[config.mk]
export PLATFORM = sky130hd
export DESIGN_NAME = pe_mac_seq
export DESIGN_NICKNAME = d
export VERILOG_FILES = /design/src/rtl/pe_mac_seq.sv
export SDC_FILE = /design/constraint.sdc
export NUM_CORES = 1
export LEC_CHECK = 0
export CORE_MARGIN = 2
export CORE_UTILIZATION = 55
export DETAILED_ROUTE_END_ITERATION = 7
export HOLD_SLACK_MARGIN = 0.1
export PLACE_DENSITY = 0.91
export SKIP_LAST_GASP = 1
export SLEW_MARGIN = 20
export SYNTH_ARGS = -nofsm -noshare
export SYNTH_HDL_FRONTEND = slang
export SYNTH_SLANG_ARGS = --single-unit
[constraint.sdc]
create_clock -name aclk_i -period 12.6 [get_ports aclk_i]
set_input_delay 1.89 -clock aclk_i [delete_from_list [all_inputs] [get_ports aclk_i]]
set_output_delay 1.89 -clock aclk_i [all_outputs]
set_load 0.05 [all_outputs]
[src/rtl/pe_mac_seq.sv]
// Job sequencer and result collector for one pe_mac processing element: feeds operand pairs,
// waits out the PE pipeline, then returns the raw sum and a rounded, saturated int16.
module pe_mac_seq #(
    parameter int unsigned LEN_W   = 16,
    parameter int unsigned MAC_LAT = 3
) (
    input  logic             aclk_i,
    input  logic             aresetn_i,
    input  logic             cmd_valid_i,
    output logic             cmd_ready_o,
    input  logic [LEN_W-1:0] cmd_len_i,
    input  logic [31:0]      cmd_bias_i,
    input  logic [4:0]       cmd_shift_i,
    input  logic             s_valid_i,
    output logic             s_ready_o,
    input  logic [15:0]      s_act_i,
    input  logic [7:0]       s_wgt_i,
    output logic             mac_en_o,
    output logic             mac_clear_o,
    output logic [15:0]      mac_a_o,
    output logic [7:0]       mac_w_o,
    output logic [31:0]      mac_bias_o,
    input  logic [31:0]      mac_dout_i,
    output logic             m_valid_o,
    input  logic             m_ready_i,
    output logic [31:0]      m_acc_o,
    output logic [15:0]      m_data_o
);

    localparam int unsigned CntW = (MAC_LAT > 1) ? $clog2(MAC_LAT) : 1;

    typedef enum logic [1:0] {StIdle, StFeed, StDrain, StOut} state_e;

    state_e           state_q, state_d;
    logic [LEN_W-1:0] rem_q, rem_d;
    logic [CntW-1:0]  cnt_q, cnt_d;
    logic             first_q, first_d;
    logic [31:0]      bias_q, bias_d;
    logic [4:0]       shift_q, shift_d;
    logic             mac_en_q, mac_en_d;
    logic             mac_clear_q, mac_clear_d;
    logic [15:0]      mac_a_q, mac_a_d;
    logic [7:0]       mac_w_q, mac_w_d;
    logic [31:0]      mac_bias_q, mac_bias_d;
    logic             m_valid_q, m_valid_d;
    logic [31:0]      m_acc_q, m_acc_d;
    logic [15:0]      m_data_q, m_data_d;

    logic               cmd_xfer, s_xfer;
    logic signed [32:0] ext, half, sum, rnd;
    logic [15:0]        sat;

    // Gated by reset so that cmd_ready reads 0 while held in reset and 1 right after release.
    assign cmd_ready_o = aresetn_i && (state_q == StIdle);
    assign s_ready_o   = (state_q == StFeed);
    assign cmd_xfer    = cmd_valid_i && cmd_ready_o;
    assign s_xfer      = s_valid_i && s_ready_o;

    // Round half toward +inf in 33 bits so the rounding increment can never overflow.
    always_comb begin
        ext  = {mac_dout_i[31], mac_dout_i};
        half = '0;
        sum  = ext;
        rnd  = ext;
        if (shift_q != 5'd0) begin
            half = 33'sd1 <<< (shift_q - 5'd1);
            sum  = ext + half;
            rnd  = sum >>> shift_q;
        end
        if (rnd > 33'sd32767) begin
            sat = 16'h7fff;
        end else if (rnd < -33'sd32768) begin
            sat = 16'h8000;
        end else begin
            sat = rnd[15:0];
        end
    end

    always_comb begin
        state_d     = state_q;
        rem_d       = rem_q;
        cnt_d       = cnt_q;
        first_d     = first_q;
        bias_d      = bias_q;
        shift_d     = shift_q;
        mac_en_d    = 1'b0;
        mac_clear_d = 1'b0;
        mac_a_d     = mac_a_q;
        mac_w_d     = mac_w_q;
        mac_bias_d  = mac_bias_q;
        m_valid_d   = m_valid_q;
        m_acc_d     = m_acc_q;
        m_data_d    = m_data_q;

        unique case (state_q)
            StIdle: begin
                if (cmd_xfer) begin
                    bias_d  = cmd_bias_i;
                    shift_d = cmd_shift_i;
                    first_d = 1'b1;
                    if (cmd_len_i != '0) begin
                        rem_d   = cmd_len_i;
                        state_d = StFeed;
                    end else begin
                        // Empty job: a zero pair still clears the PE and loads the bias.
                        mac_en_d    = 1'b1;
                        mac_clear_d = 1'b1;
                        mac_a_d     = '0;
                        mac_w_d     = '0;
                        mac_bias_d  = cmd_bias_i;
                        first_d     = 1'b0;
                        cnt_d       = CntW'(MAC_LAT - 1);
                        state_d     = StDrain;
                    end
                end
            end
            StFeed: begin
                if (s_xfer) begin
                    mac_en_d    = 1'b1;
                    mac_clear_d = first_q;
                    mac_a_d     = s_act_i;
                    mac_w_d     = s_wgt_i;
                    mac_bias_d  = bias_q;
                    first_d     = 1'b0;
                    rem_d       = rem_q - LEN_W'(1);
                    if (rem_q == LEN_W'(1)) begin
                        cnt_d   = CntW'(MAC_LAT - 1);
                        state_d = StDrain;
                    end
                end
            end
            StDrain: begin
                if (cnt_q == '0) begin
                    m_acc_d   = mac_dout_i;
                    m_data_d  = sat;
                    m_valid_d = 1'b1;
                    state_d   = StOut;
                end else begin
                    cnt_d = cnt_q - CntW'(1);
                end
            end
            StOut: begin
                if (m_ready_i) begin
                    m_valid_d = 1'b0;
                    state_d   = StIdle;
                end
            end
            default: state_d = StIdle;
        endcase
    end

    always_ff @(posedge aclk_i or negedge aresetn_i) begin
        if (!aresetn_i) begin
            state_q     <= StIdle;
            rem_q       <= '0;
            cnt_q       <= '0;
            first_q     <= 1'b0;
            bias_q      <= '0;
            shift_q     <= '0;
            mac_en_q    <= 1'b0;
            mac_clear_q <= 1'b0;
            mac_a_q     <= '0;
            mac_w_q     <= '0;
            mac_bias_q  <= '0;
            m_valid_q   <= 1'b0;
            m_acc_q     <= '0;
            m_data_q    <= '0;
        end else begin
            state_q     <= state_d;
            rem_q       <= rem_d;
            cnt_q       <= cnt_d;
            first_q     <= first_d;
            bias_q      <= bias_d;
            shift_q     <= shift_d;
            mac_en_q    <= mac_en_d;
            mac_clear_q <= mac_clear_d;
            mac_a_q     <= mac_a_d;
            mac_w_q     <= mac_w_d;
            mac_bias_q  <= mac_bias_d;
            m_valid_q   <= m_valid_d;
            m_acc_q     <= m_acc_d;
            m_data_q    <= m_data_d;
        end
    end

    assign mac_en_o    = mac_en_q;
    assign mac_clear_o = mac_clear_q;
    assign mac_a_o     = mac_a_q;
    assign mac_w_o     = mac_w_q;
    assign mac_bias_o  = mac_bias_q;
    assign m_valid_o   = m_valid_q;
    assign m_acc_o     = m_acc_q;
    assign m_data_o    = m_data_q;

endmodule

==> results.py <==
metrics = {
    "sta": {
        "final-max-slew-violation-count": 0,
        "grt_setup_unrepaired": "false",
        "post-route-period-util": 0.647,
        "timing_hold_violations_final": 0,
        "timing.slew.headroom": 0.267,
        "layout_min_cycle_time_ps": 8150,
        "worst_slew_pin_slew_ps": 1100,
        "timing.clock.skew_ps": 15.0,
        "fin_setup_tns_ps": 0,
        "achievable-frequency_mhz": 123,
        "setup_viol_count_final": 0,
    },
    "route": {
        "post_drt_via_cell_ratio": 6.71,
        "wirelength_um": 48400,
        "highest-signal-layer": "met4",
        "dr_total_vias": 13400,
        "drt_pass1_iterations": 8,
        "met1_length_um": 19100,
        "wl_per_cell_um": 24.1,
        "total_met2_wirelength_after_detailed_routing_um": 22500,
        "met3RoutedLength_um": 4700,
        "drt_drc": 6,
        "ant_nets": 0,
        "drt_iter0_markers": 1954,
    },
    "finish": {
        "layout-drive-gt1-share": 0.0743,
        "mostFrequentLayoutCell": "sky130_fd_sc_hd__nand2_1",
        "layout-area-overhead-vs-synth_pct": 24.0,
        "nNetsFinal": 1866,
        "layout.cells.most_common_list": "321 x sky130_fd_sc_hd__nand2_1, 221 x sky130_fd_sc_hd__clkdlybuf4s50_1, 165 x sky130_fd_sc_hd__dfrtp_1",
        "count_of_fill_cells_added_during_filler_insertion": 1675,
        "layout.core_utilization": 0.696,
        "antenna-diode-count": 0,
    },
    "synth": {
        "synth.ff_latch_count": 165,
        "async_reset_ff_frac": 1.00,
        "syn_inst": 1545,
        "mappedNetlistArea_um2": 12200,
        "yosys_warnings": 0,
        "synth_edf_count": 0,
        "synthFlopType": "sky130_fd_sc_hd__dfrtp_1",
        "synth.distinct_cells": 81,
        "postSynthAreaPerCell_um2": 7.93,
        "synth.yosys.seq_area_share": 0.337,
        "synth_fp_nets": 1700,
    },
    "hold_path": {
        "hold_class": "register to register",
    },
    "grt": {
        "overflow": 0,
        "grt_antenna_before_repair": 1,
        "grt_util_all_layers": 0.403,
        "number_of_global_route_vias_before_repair": 12800,
        "grt_first_pass_wirelength_um": 74400,
        "grt_start_max_net_pins": 113,
    },
    "place": {
        "global_placer_s_final_weighted_congestion": 1.08,
        "place_hpwl_um": 35700,
        "io_buffers": 222,
    },
    "floorplan": {
        "floorplan.die.width_um": 153,
        "ioPinCount": 223,
        "rows": 54,
        "core_area_um2": 21800,
        "die_outline_height_um": 153,
        "floorplan.initialDensity": 0.561,
        "dieArea_um2": 23500,
    },
    "worst_setup_path": {
        "critPathMaxFanout": 38,
        "maximum_cell_stage_delay_along_the_critical_path_ps": 940,
        "critical_path_at_ps": 8500,
        "setup.worst_path.start_class": "register",
        "cp-end-kind": "register",
        "worstSetupPathType": "register to register",
        "worstPathCellList": "buf_4 > clkinv_1 > nand2_1 > nor2_1 > nand2_1 > clkinv_1 > ha_1 > o21ai_0 > nor2_1 > a311o_1 > inv_1 > a31oi_1 > o21ai_0 > o2111ai_1 > a32oi_1 > o31ai_1 > nor4_1 > a41oi_2 > or3_1 > a21oi_1",
        "critical_path_required_ps": 12960,
        "worst_path_max_delay_cell": "sky130_fd_sc_hd__clkinv_1",
    },
    "cts": {
        "post_cts_resized": 0,
        "clock_insertion_delay_worst_skew_ps": 430,
        "clock_sink_count": 165,
        "h-tree-depth": 4,
        "tritoncts.num_buffers": 17,
        "max-clock-path-buffers": 2,
        "cts-root-buf": "sky130_fd_sc_hd__clkbuf_16",
        "post-cts-setup-buffer-count": 0,
        "cts_hold_repair.buffers": 0,
        "cts_tree": "done",
        "clock_pin_slew_worst_setup_and_hold_paths_ps": 80,
    },
    "run": {
        "max_cap_violations": 0,
    },
    "status": {
        "status": "complete, but fails checks",
        "violations": "DRC",
    },
    "pwr": {
        "leakage_nw": 6.37,
        "cellPowerDensity_nw_per_um2": 287,
        "power.ir.vdd_worst_mv": 0.191,
    },
}
==> cell type report <==
| cell class | instances | area (µm²) | share of cell area |
|---|---|---|---|
| Sequential cell | 165 | 4130 | 0.272 |
| Tap cell | 280 | 350 | 0.0231 |
| Clock inverter | 14 | 166 | 0.0110 |
| Clock buffer | 17 | 425 | 0.0280 |
| Multi-Input combinational cell | 1255 | 7630 | 0.503 |
| Timing Repair Buffer | 242 | 2370 | 0.156 |
| Inverter | 30 | 113 | 0.00741 |
==> per-stage QoR <==
step / std cells / total power [mW] / setup slack [ps] / hold WS, ps / area, µm²
floorplan: 1545 / 2.81 / 7030 / 450 / 12200
global placement: 1972 / 3.68 / 4810 / 459 / 14600
detailed placement: 1972 / 3.72 / 4860 / 463 / 14600
CTS: 2003 / 4.28 / 4850 / 478 / 15200
global route: 2003 / 4.55 / 4160 / 499 / 15200
finish: 2003 / 4.35 / 4450 / 477 / 15200
==> worst max-delay path, delay by kind of cell (launching register included) <==
family | cells | cell delay [ps]
AOI/OAI and AO/OA | 9 | 2970
and+or+nand+nor | 6 | 2130
buffers and inverters | 4 | 2020
adders and majority gates | 1 | 570
DFF | 1 | 330
==> Yosys cell counts (8+ instances only) <==
cell / n / area, µm²
sky130_fd_sc_hd__nand4_1: 17 / 106
sky130_fd_sc_hd__nand2b_1: 8 / 50.1
sky130_fd_sc_hd__nor4_1: 18 / 113
sky130_fd_sc_hd__mux2_2: 41 / 462
sky130_fd_sc_hd__mux4_2: 8 / 180
sky130_fd_sc_hd__buf_1: 10 / 37.5
sky130_fd_sc_hd__a21oi_1: 114 / 571
sky130_fd_sc_hd__o22ai_1: 22 / 138
sky130_fd_sc_hd__o21ai_1: 8 / 40.0
sky130_fd_sc_hd__mux2i_1: 59 / 591
sky130_fd_sc_hd__xnor2_1: 12 / 105
sky130_fd_sc_hd__or3_1: 12 / 75.1
sky130_fd_sc_hd__nor3_1: 36 / 180
sky130_fd_sc_hd__a211o_1: 9 / 78.8
sky130_fd_sc_hd__a211oi_1: 29 / 218
sky130_fd_sc_hd__dfrtp_1: 165 / 4130
sky130_fd_sc_hd__a21o_1: 14 / 105
sky130_fd_sc_hd__buf_2: 11 / 55.1
sky130_fd_sc_hd__o21ai_0: 141 / 706
sky130_fd_sc_hd__xor2_1: 11 / 96.3
sky130_fd_sc_hd__clkbuf_1: 71 / 267
sky130_fd_sc_hd__a31oi_1: 8 / 50.1
sky130_fd_sc_hd__o211ai_1: 17 / 128
sky130_fd_sc_hd__o21a_1: 10 / 75.1
sky130_fd_sc_hd__inv_1: 26 / 97.6
sky130_fd_sc_hd__nand2_1: 321 / 1200
sky130_fd_sc_hd__nand3_1: 23 / 115
sky130_fd_sc_hd__nor2_1: 141 / 529
sky130_fd_sc_hd__ha_1: 40 / 500
==> registers in the layout (all words and copies together), names as in the netlist <==
| signal | flops |
|---|---|
| bias_q | 32 |
| state_q | 2 |
| cnt_q | 2 |
| m_valid_o | 1 |
| mac_a_o | 16 |
| mac_en_o | 1 |
| mac_bias_o | 32 |
| m_acc_o | 32 |
| first_q | 1 |
| m_data_o | 16 |
| shift_q | 5 |
| mac_w_o | 8 |
| mac_clear_o | 1 |
| rem_q | 16 |
==> power breakdown <==
group,internal (mW),total [mW],switching [mW]
Combinational,0.939,2.91,1.97
Sequential,0.764,0.910,0.146
Clock,0.283,0.537,0.254
Total,1.99,4.35,2.37
==> kinds of logic after synthesis <==
group,after synthesis,share of synthesized area
and+or+nand+nor,617,0.218
AOI/OAI and AO/OA,466,0.244
DFF,165,0.337
buffers and inverters,125,0.0410
muxes,108,0.101
adders and majority gates,41,0.0425
xor gates and xnor gates,23,0.0164
==> worst paths after layout <==
kind	start	to	slack [ps]	cells past startpoint
setup / recovery	shift_q[0]$_DFFE_PN0P_	m_data_o[4]$_DFFE_PN0P_	4450	20
hold / removal	m_acc_o[2]$_DFFE_PN0P_	m_acc_o[2]$_DFFE_PN0P_	480	2
setup reg to reg	shift_q[0]$_DFFE_PN0P_	m_data_o[4]$_DFFE_PN0P_	4450	20
hold reg to reg	m_acc_o[2]$_DFFE_PN0P_	m_acc_o[2]$_DFFE_PN0P_	480	2
max in group asynchronous	aresetn_i	mac_a_o[15]$_DFFE_PN0P_	9230	3
min in group asynchronous	aresetn_i	mac_w_o[5]$_DFFE_PN0P_	1380	1
==> layer usage <==
metal | up-vias | GRT usage
met1 | 6428 | 0.537
met2 | 873 | 0.656
met5 | - | 0
li1 | 5954 | -
met4 | 0 | 0.146
met3 | 186 | 0.0791
Note: power is estimated with default switching activity, not from simulation.
